File: config.mk
export PLATFORM = sky130hd
export DESIGN_NAME = plru_array
export DESIGN_NICKNAME = d
export VERILOG_FILES = /design/src/rtl/parammod_pkg.sv /design/src/rtl/plru_tree.sv /design/src/rtl/plru_array.sv
export SDC_FILE = /design/constraint.sdc
export NUM_CORES = 1
export LEC_CHECK = 0
export CAP_MARGIN = 20
export CORE_ASPECT_RATIO = 0.8
export CORE_MARGIN = 5
export CORE_UTILIZATION = 60
export CTS_BUF_LIST = sky130_fd_sc_hd__clkbuf_8
export DETAILED_ROUTE_END_ITERATION = 12
export PLACE_DENSITY = 0.77
export SETUP_SLACK_MARGIN = 0.5
export SYNTH_ARGS = -nofsm -noshare
export SYNTH_HDL_FRONTEND = slang
export SYNTH_SLANG_ARGS = --single-unit
File: constraint.sdc
create_clock -name clk -period 7.41 [get_ports clk]
set_input_delay 0.741 -clock clk [delete_from_list [all_inputs] [get_ports clk]]
set_output_delay 0.741 -clock clk [all_outputs]
set_load 0.01 [all_outputs]
File: src/rtl/parammod_pkg.sv
// -----------------------------------------------------------------------------
// parammod_pkg
// Shared definitions for the tree-PLRU state array.
//   - lru_word_t   : PLRU state word, sized for the widest supported
//                    associativity (MaxWay). Narrower configurations use only
//                    the low Way-1 bits; the rest ride along as zero.
//   - init_state_e : init sweep FSM states.
//   - tree_off()   : bit offset of the first node of a tree level.
// No ports (package).
// -----------------------------------------------------------------------------
package parammod_pkg;

  // Widest associativity the shared word type can hold.
  localparam int MaxWay   = 64;
  localparam int MaxStatW = MaxWay - 1;
  // Width of a node index into a full-width word (0..MaxStatW-1).
  localparam int NodeIdxW = $clog2(MaxStatW);

  typedef logic [MaxStatW-1:0] lru_word_t;

  typedef enum logic {
    ST_INIT  = 1'b0,
    ST_READY = 1'b1
  } init_state_e;

  // Level g of the tree starts at bit 2^g - 1 (root at bit 0).
  function automatic int tree_off(input int level);
    return (1 << level) - 1;
  endfunction

endpackage

File: src/rtl/plru_tree.sv
// -----------------------------------------------------------------------------
// plru_tree
// Purely combinational tree-PLRU helper.
//   word_in   : current state word (full lru_word_t width, low Way-1 bits live)
//   way_in    : accessed way (hit or fill)
//   victim    : way selected by walking the tree from the root in word_in
//   word_next : word_in with every node on the path of way_in pointing away
//               from way_in; off-path nodes and unused upper bits unchanged
// Parameter Way: associativity (power of two, >= 2, <= MaxWay).
// -----------------------------------------------------------------------------
module plru_tree
  import parammod_pkg::*;
#(
  parameter int Way = 8,
  localparam int WaySel = $clog2(Way)
) (
  input  logic [MaxStatW-1:0] word_in,
  input  logic [WaySel-1:0]   way_in,
  output logic [WaySel-1:0]   victim,
  output logic [MaxStatW-1:0] word_next
);

  // Victim walk: the victim bits chosen so far double as the node index of
  // the next level, so the prefix is shifted left and the visited node bit is
  // appended as the next (lower) victim bit.
  logic [WaySel-1:0]   pfx;
  logic [NodeIdxW-1:0] pos_walk;

  always_comb begin
    pfx      = '0;
    pos_walk = '0;
    for (int g = 0; g < WaySel; g++) begin
      pos_walk = NodeIdxW'(tree_off(g)) + NodeIdxW'(pfx);
      pfx      = (pfx << 1) | WaySel'(word_in[pos_walk]);
    end
    victim = pfx;
  end

  // Update: at level g the path node index is the top g bits of way_in, and
  // the node is written to the inverse of way_in's bit at that level so the
  // walk steers away from the just-used way.
  logic [WaySel-1:0]   node_sh;
  logic [WaySel-1:0]   bit_sh;
  logic [NodeIdxW-1:0] pos_upd;

  always_comb begin
    word_next = word_in;
    node_sh   = '0;
    bit_sh    = '0;
    pos_upd   = '0;
    for (int g = 0; g < WaySel; g++) begin
      node_sh            = way_in >> (WaySel - g);
      bit_sh             = way_in >> (WaySel - 1 - g);
      pos_upd            = NodeIdxW'(tree_off(g)) + NodeIdxW'(node_sh);
      word_next[pos_upd] = ~bit_sh[0];
    end
  end

endmodule

File: src/rtl/plru_array.sv
// -----------------------------------------------------------------------------
// plru_array
// Per-set tree-PLRU state array with victim lookup and access update.
//   clk       : single clock, all state on rising edge
//   reset     : asynchronous, active-high
//   init_done : high once the post-reset zeroing sweep has finished;
//               requests are ignored while it is low
//   rd_req/rd_set/rd_vld : victim lookup request, set, per-way valid mask
//   vic_valid/vic_way    : registered victim result, one cycle after rd_req
//   upd_req/upd_set/upd_way : access notification (hit or fill)
// Parameters: Way (associativity), Sets (number of sets), both powers of two.
// Optional feature macro LRU_INV_PRIO_EN: when defined, an invalid way in
// rd_vld (lowest index first) wins over the PLRU walk.
// -----------------------------------------------------------------------------
module plru_array
  import parammod_pkg::*;
#(
  parameter int Way  = 8,
  parameter int Sets = 64,
  localparam int LruStatW = Way - 1,
  localparam int WaySel   = $clog2(Way),
  localparam int SetSel   = $clog2(Sets)
) (
  input  logic              clk,
  input  logic              reset,
  output logic              init_done,
  input  logic              rd_req,
  input  logic [SetSel-1:0] rd_set,
  input  logic [Way-1:0]    rd_vld,
  output logic              vic_valid,
  output logic [WaySel-1:0] vic_way,
  input  logic              upd_req,
  input  logic [SetSel-1:0] upd_set,
  input  logic [WaySel-1:0] upd_way
);

  // State array: not reset, cleared by the init sweep instead.
  logic [LruStatW-1:0] lru_mem [Sets];

  init_state_e       state_reg, state_next;
  logic [SetSel-1:0] init_cnt_reg, init_cnt_next;
  logic              init_done_reg, init_done_next;
  logic              sweep_we;

  logic              vic_valid_reg;
  logic [WaySel-1:0] vic_way_reg;
  logic [WaySel-1:0] vic_sel;
  logic [WaySel-1:0] vic_plru;

  logic              rd_acc;
  logic              upd_acc;
  logic              fwd_hit;

  lru_word_t         upd_word_cur;
  lru_word_t         upd_word_new;
  lru_word_t         lkp_word;
  lru_word_t         lkp_word_next_unused;
  logic [WaySel-1:0] upd_victim_unused;
  logic              unused_sink;

  assign rd_acc  = rd_req  & init_done_reg;
  assign upd_acc = upd_req & init_done_reg;

  // ---------------------------------------------------------------------------
  // Init sweep FSM
  // ---------------------------------------------------------------------------
  always_ff @(posedge clk or posedge reset) begin
    if (reset) begin
      state_reg     <= ST_INIT;
      init_cnt_reg  <= '0;
      init_done_reg <= 1'b0;
    end else begin
      state_reg     <= state_next;
      init_cnt_reg  <= init_cnt_next;
      init_done_reg <= init_done_next;
    end
  end

  always_comb begin
    state_next     = state_reg;
    init_cnt_next  = init_cnt_reg;
    init_done_next = init_done_reg;
    sweep_we       = 1'b0;
    case (state_reg)
      ST_INIT: begin
        sweep_we      = 1'b1;
        init_cnt_next = init_cnt_reg + 1'b1;
        if (init_cnt_reg == SetSel'(Sets - 1)) begin
          state_next     = ST_READY;
          init_done_next = 1'b1;
        end
      end
      ST_READY: begin
        init_done_next = 1'b1;
      end
      default: begin
        state_next     = ST_INIT;
        init_done_next = 1'b0;
      end
    endcase
  end

  // ---------------------------------------------------------------------------
  // Update path: read-modify-write of the addressed word in one cycle
  // ---------------------------------------------------------------------------
  assign upd_word_cur = MaxStatW'(lru_mem[upd_set]);

  plru_tree #(.Way(Way)) u_tree_upd (
    .word_in   (upd_word_cur),
    .way_in    (upd_way),
    .victim    (upd_victim_unused),
    .word_next (upd_word_new)
  );

  always_ff @(posedge clk) begin
    if (sweep_we) begin
      lru_mem[init_cnt_reg] <= '0;
    end else if (upd_acc) begin
      lru_mem[upd_set] <= upd_word_new[LruStatW-1:0];
    end
  end

  // ---------------------------------------------------------------------------
  // Lookup path: a same-cycle update to the same set is forwarded so the
  // victim reflects the word as it will be after this edge.
  // ---------------------------------------------------------------------------
  assign fwd_hit  = upd_acc && (upd_set == rd_set);
  assign lkp_word = fwd_hit ? upd_word_new : MaxStatW'(lru_mem[rd_set]);

  plru_tree #(.Way(Way)) u_tree_lkp (
    .word_in   (lkp_word),
    .way_in    ('0),
    .victim    (vic_plru),
    .word_next (lkp_word_next_unused)
  );

`ifdef LRU_INV_PRIO_EN
  // Filling an empty way beats evicting a live one; lowest index wins.
  logic [Way-1:0] vld_sh;

  always_comb begin
    vic_sel = vic_plru;
    vld_sh  = '0;
    for (int i = Way - 1; i >= 0; i--) begin
      vld_sh = rd_vld >> i;
      if (!vld_sh[0]) begin
        vic_sel = WaySel'(i);
      end
    end
  end

  assign unused_sink = ^{lkp_word_next_unused, upd_victim_unused, upd_word_new};
`else
  assign vic_sel     = vic_plru;
  assign unused_sink = ^{lkp_word_next_unused, upd_victim_unused, upd_word_new, rd_vld};
`endif

  // ---------------------------------------------------------------------------
  // Registered result
  // ---------------------------------------------------------------------------
  always_ff @(posedge clk or posedge reset) begin
    if (reset) begin
      vic_valid_reg <= 1'b0;
      vic_way_reg   <= '0;
    end else begin
      vic_valid_reg <= rd_acc;
      if (rd_acc) begin
        vic_way_reg <= vic_sel;
      end
    end
  end

  assign init_done = init_done_reg;
  assign vic_valid = vic_valid_reg;
  assign vic_way   = vic_way_reg;

endmodule

# ---- Word-level counts from Yosys, hierarchy flattened
# Memories as Yosys holds them, arrays and structs flattened.
# Index checks and enable logic that the tools add are counted.
dict set report totals {
  regBits 12
  word_cells 54
  memories 1
  mem_bits_rw 448
}
# memory depth width read_ports rd_ports_with_merged_regs wr line_no
set memory_table {}
lappend memory_table {lru_mem 64 7 2 0 1 plru_array.sv:38} ;# logic [LruStatW-1:0] lru_mem [Sets];
dict set report op_classes {
  reduce_logical 4
  mux 22
  eq_ne 3
  magnitude_cmp 6
  n_bitwise 8
  n_addsub 5
}
# cell count
set op_table {}
lappend op_table {{$bwmux 63} 2}
lappend op_table {{$mux 63} 1}
lappend op_table {{$lt 6x7->1 const B} 4}
lappend op_table {{$bmux 1 s6} 2}
lappend op_table {{$demux 1 s6} 2}
lappend op_table {{$mux 1} 12}
lappend op_table {{$mux 7} 1}
lappend op_table {{$reduce_or 7->1} 1}
lappend op_table {{$add 6x1->6 const B} 1}
lappend op_table {{$eq 6x6->1} 1}
lappend op_table {{$eq 6x6->1 const B} 1}
lappend op_table {{$ge 6x1->1 const B} 1}
lappend op_table {{$mux 6} 1}
lappend op_table {{$add 1x1->2 const A} 2}
lappend op_table {{$add 2x3->4 const A} 1}
lappend op_table {{$not 1->1} 4}
lappend op_table {{$add 2x2->3 const A} 1}
lappend op_table {{$logic_and 1x1->1} 3}
lappend op_table {{$or 3x1->3} 1}
lappend op_table {{$and 1x1->1} 2}
lappend op_table {{$ge 2x1->1 const B} 1}
lappend op_table {{$ne 2x2->1 const B} 1}
lappend op_table {{$or 2x1->2} 1}
lappend op_table {{$pmux 1 s2} 1}

# ---- Longest topological paths before layout
dict set report logic_depth {
  ltp_word 16
  ltp_mapped 20
  ltp_nobuf 17
}

# ---- Cells and area by module
# A second synthesis with hierarchy kept.
dict set report hier_totals {
  cells_unflattened 1543
  area_unflattened_um2 23796.6
}
# mod cells_per_inst instances area_per_inst_um2
set by_module_without_submodules {}
lappend by_module_without_submodules {plru_array 1360 1 22445.3}
lappend by_module_without_submodules {{plru_tree at u_tree_upd} 92 1 679.4}
lappend by_module_without_submodules {{plru_tree at u_tree_lkp} 91 1 671.9}

# ---- Worst setup path after synthesis
# No wires, ideal clock.
dict set report synth_timing {
  kind {input port to flip-flop}
  start {input upd_set[1]}
  end {memory lru_mem[0][6] (netlist bit) (data pin)}
  path_stages 11
  n_path_buf 5
  t_arrival_ps 4172
  setup_ps 548
  required_time_ps 6862
  slack_ps 2690
  cell_sequence {buf_2 -> buf_2 -> buf_2 -> buf_2 -> buf_2 -> mux2i_1 -> a22oi_1 -> a31oi_1 -> a31oi_1 -> o21ai_0 -> a21oi_1}
}
dict set report synth_via {
  elab_chain_len 4
}
# item line_no
set synth_rtl {}
lappend synth_rtl {{from (decl)} plru_array.sv:33} ;# input logic [SetSel-1:0] upd_set,
lappend synth_rtl {{$mem_v2 64x7} n/a}
lappend synth_rtl {{$bwmux 63 (2 in series)} plru_tree.sv:55} ;# word_next[pos_upd] = ~bit_sh[0];
lappend synth_rtl {{$mux 7 (no source line)} n/a}
lappend synth_rtl {{to (decl)} plru_array.sv:38}
# Every way passes these cells.

# ---- Worst setup path after layout
dict set report layout_timing {
  start {input rd_set[0]}
  end {register vic_way_reg[0] (netlist: vic_way[0])}
}
dict set report layout_via {
  elab_chain_len 11
  word_cells_on_any_way 12
}
# item line_no
set layout_rtl {}
lappend layout_rtl {{from (decl)} plru_array.sv:28} ;# input logic [SetSel-1:0] rd_set,
lappend layout_rtl {{branches (longest 2 deep; another with $mem_v2 64x7)} n/a}
lappend layout_rtl {{$mux 63 *} plru_array.sv:128} ;# assign lkp_word = fwd_hit ? upd_word_new : MaxStatW'(lru_mem[rd_set]);
lappend layout_rtl {{$add 1x1->2} plru_tree.sv:33} ;# pos_walk = NodeIdxW'(tree_off(g)) + NodeIdxW'(pfx);
lappend layout_rtl {{$bmux 1 s6} plru_tree.sv:34} ;# pfx = (pfx << 1) | WaySel'(word_in[pos_walk]);
lappend layout_rtl {{$mux 1 (implied by the code)} plru_tree.sv:34}
lappend layout_rtl {{$or 2x1->2} plru_tree.sv:34}
lappend layout_rtl {{$add 2x3->4} plru_tree.sv:33}
lappend layout_rtl {{$bmux 1 s6 *} plru_tree.sv:34}
lappend layout_rtl {{$mux 1 (implied by the code) *} plru_tree.sv:34}
lappend layout_rtl {{$or 3x1->3 *} plru_tree.sv:34}
lappend layout_rtl {{to (signal assigned)} plru_array.sv:168} ;# vic_way_reg <= vic_sel;
lappend layout_rtl {{to (decl)} plru_array.sv:46} ;# logic [WaySel-1:0] vic_way_reg;
# Every way passes the cells marked *. The select of a mux whose other input is x is not followed.
# A chain may end at the register's enable or synchronous reset.

==> results.json <==
{
  "fin_area_sq_um": 24000,
  "setup_viol": 0,
  "cts-hold-fix-buffers": 0,
  "yosysMostFrequentCell": "edfxtp_1",
  "crit_type": "in2reg",
  "stdcell_count": 1848,
  "drtPass1Iterations": 5,
  "numClockSinks": 460,
  "synth.area.top_cells": "edfxtp_1 (61%), mux4_2 (20%), mux2i_1 (2.4%), nor2_1 (1.5%), dfrtp_1 (1.4%)",
  "ys_ff_latch": 460,
  "fp.coreArea_sq_um": 36100,
  "grt_use_met1": 0.468,
  "gp_congestion": 1.02,
  "syn_area_sq_um": 22000,
  "dr_total_vias": 13373,
  "root_buffer": "clkbuf_8",
  "vdd_drop_max_mv": 0.145,
  "fin_setup_tns_ns": 0,
  "synth_edf_count": 448,
  "avgSynthCellArea_sq_um": 17.3,
  "ant_nets": 0,
  "wl_per_cell_um": 33.7,
  "cts_max_level": 3,
  "synth_fa_ha_area_frac": 0.00454,
  "critPathCaptureType": "flop",
  "synth_top_family_by_area": "multiplexers",
  "cts.path.max_buffers": 3,
  "fp-row-count": 62,
  "first_global_vias": 12948,
  "synth_compound_area_frac": 0.0476,
  "portBuffers": 23,
  "r2r_cells": 16,
  "period_needed_ns": 5.33,
  "r2r-start": "lru_mem[47][0]$_DFFE_PP_",
  "die_x_um": 224,
  "grt_start_max_net_pins": 76,
  "yosys.area_share.simple": 0.0602,
  "powerDensity_nw_per_um2": 211,
  "placedInstanceArea_sq_um": 22700,
  "cts_setup_buffers": 0,
  "finalCritPeriodShare": 0.719,
  "clk_transition_reported_paths_ns": 0.06,
  "via_per_inst": 7.24,
  "critPathRequiredTime_ns": 7.92,
  "reg2reg_slack_ns": 2.70,
  "yosysSeqAreaShare": 0.624,
  "die_h_um": 181,
  "globalRouteOverflowTotal": 0,
  "antenna_cells": 0,
  "fmax_ghz": 0.188,
  "synth_ff_type": "edfxtp_1",
  "grt_use_met2": 0.439,
  "post-route-util": 0.665,
  "slew_headroom": 0.309,
  "drt_iter0_markers": 2086,
  "hold_violations": 0,
  "synth_fp_nets": 1306,
  "largest_reg_flops": 448,
  "yosys_warnings": 0,
  "initial_core_util": 0.611,
  "r2r_end": "vic_way[0]$_DFFE_PP0P_",
  "yosys.cell_types.count": 65,
  "synthToLayoutAreaGrowth_pct": 8.83,
  "cp_data_arrival_time_ns": 5.84,
  "drive_gt1_frac": 0.268,
  "status": "finished clean",
  "worstSkewPairLatency_ns": 0.65,
  "hp-class": "in2async",
  "worstMarginPinSlew_ns": 1.01,
  "yosys.area_share.xor_xnor": 0.00437,
  "maxCapViolCount": 0,
  "synth_mux_area_frac": 0.235,
  "final_max_slew_viol_count": 0,
  "drc": 0,
  "placedCellCount": 1716,
  "cp_max_fo": 75,
  "synthDominantCellAreaShare": 0.610,
  "hpwl_um": 42300,
  "io_pins": 32,
  "die_area_sq_um": 40700,
  "cts_tree": "done",
  "rsz0062_at_grt": "false",
  "worst_setup_path_start_kind": "input pin",
  "drt-total-wl_um": 62200,
  "synth-async-reset-ratio": 0.0261,
  "final_nets": 1347,
  "synth_area_leader_cell": "edfxtp_1",
  "grt.met3_usage": 0.107,
  "syn_inst": 1271,
  "grt_pass1_wl_um": 90000,
  "synthTopCellsByCount": "edfxtp_1 (448), mux4_2 (194), nor2_1 (89)",
  "antenna_found_initial": 1,
  "clock_skew_ns": 0.0329,
  "cts-resized-gates": 0,
  "leakage_nw": 6.42,
  "cts-buffers-inserted": 72,
  "track_usage": 0.309,
  "grt.busiest_layer": "met1"
}
## per-stage QoR
| step | setup slack (ns) | hold WS (ns) | power [mW] |
|---|---|---|---|
| after floorplan | 2.69 | 0.498 | 3.07 |
| after global placement | 1.58 | 0.465 | 3.15 |
| after detailed placement | 1.61 | 0.470 | 3.15 |
| after CTS | 2.25 | 0.397 | 5.07 |
| after global routing | 1.85 | 0.456 | 5.22 |
| final | 2.08 | 0.419 | 5.06 |
## worst max-delay path, stage by stage
cell      delay, ns
clkbuf_8       0.58
mux4_2         0.59
mux2i_1        0.48
o22ai_1        0.13
or4_1          0.66
nand2b_1       0.26
a211oi_1       0.23
or3_1          0.18
a21oi_2        0.11
ha_1           0.42
o21ai_0        0.12
a31o_2         0.23
o22ai_1        0.14
a21boi_0       0.19
a211oi_1       0.08
a311o_1        0.32
a31o_1         0.22
## final cells by class
| class | count | area [sq um] |
|---|---|---|
| Sequential cell | 460 | 13800 |
| Fill cell | 2417 | 12100 |
| Multi-Input combinational cell | 712 | 7810 |
| Clock buffer | 73 | 1000 |
| Tap cell | 480 | 601 |
| Timing Repair Buffer | 53 | 482 |
| Clock inverter | 57 | 288 |
| Inverter | 13 | 48.8 |
## metal layers
metal	up-vias	wire length [um]
met2	979	27600
met4	2	1510
met5	-	20
met3	119	8710
met1	6903	24400
li1	5370	-
## report_power, final
part	total, mW	internal [mW]	switching, mW
clock	1.96	0.963	0.995
combinational	0.293	0.108	0.185
sequential	2.81	2.81	0
total	5.06	3.88	1.18
## cells in the final DEF, fill, tap and decap left out, types with 26 or more instances in the layout
cell / instances
inv_1: 31
o21ai_0: 27
mux2_2: 26
nor2_1: 85
mux4_2: 194
nand2_1: 65
buf_4: 28
clkbuf_8: 74
mux2i_1: 52
edfxtp_1: 448
## cells by family after synthesis
group                      after synthesis
AOI/OAI and AO/OA                      146
xor gates and xnor gates                11
and+or+nand+nor                        275
buffers and inverters                   99
muxes                                  272
adders and majority gates                8
DFF                                    460
## worst max path at each step
stage                     startpoint                      end  slack, ns  cells after the start
after global routing       rd_set[0]   vic_way[0]$_DFFE_PP0P_       1.85                     17
final                      rd_set[0]   vic_way[0]$_DFFE_PP0P_       2.08                     17
after global placement     rd_set[0]   vic_way[0]$_DFFE_PP0P_       1.58                     17
after floorplan           upd_set[1]  lru_mem[0][6]$_DFFE_PP_       2.69                     11
after CTS                  rd_set[0]   vic_way[0]$_DFFE_PP0P_       2.25                     17
after detailed placement   rd_set[0]   vic_way[0]$_DFFE_PP0P_       1.61                     17
Power figures use the tool's default switching activity.
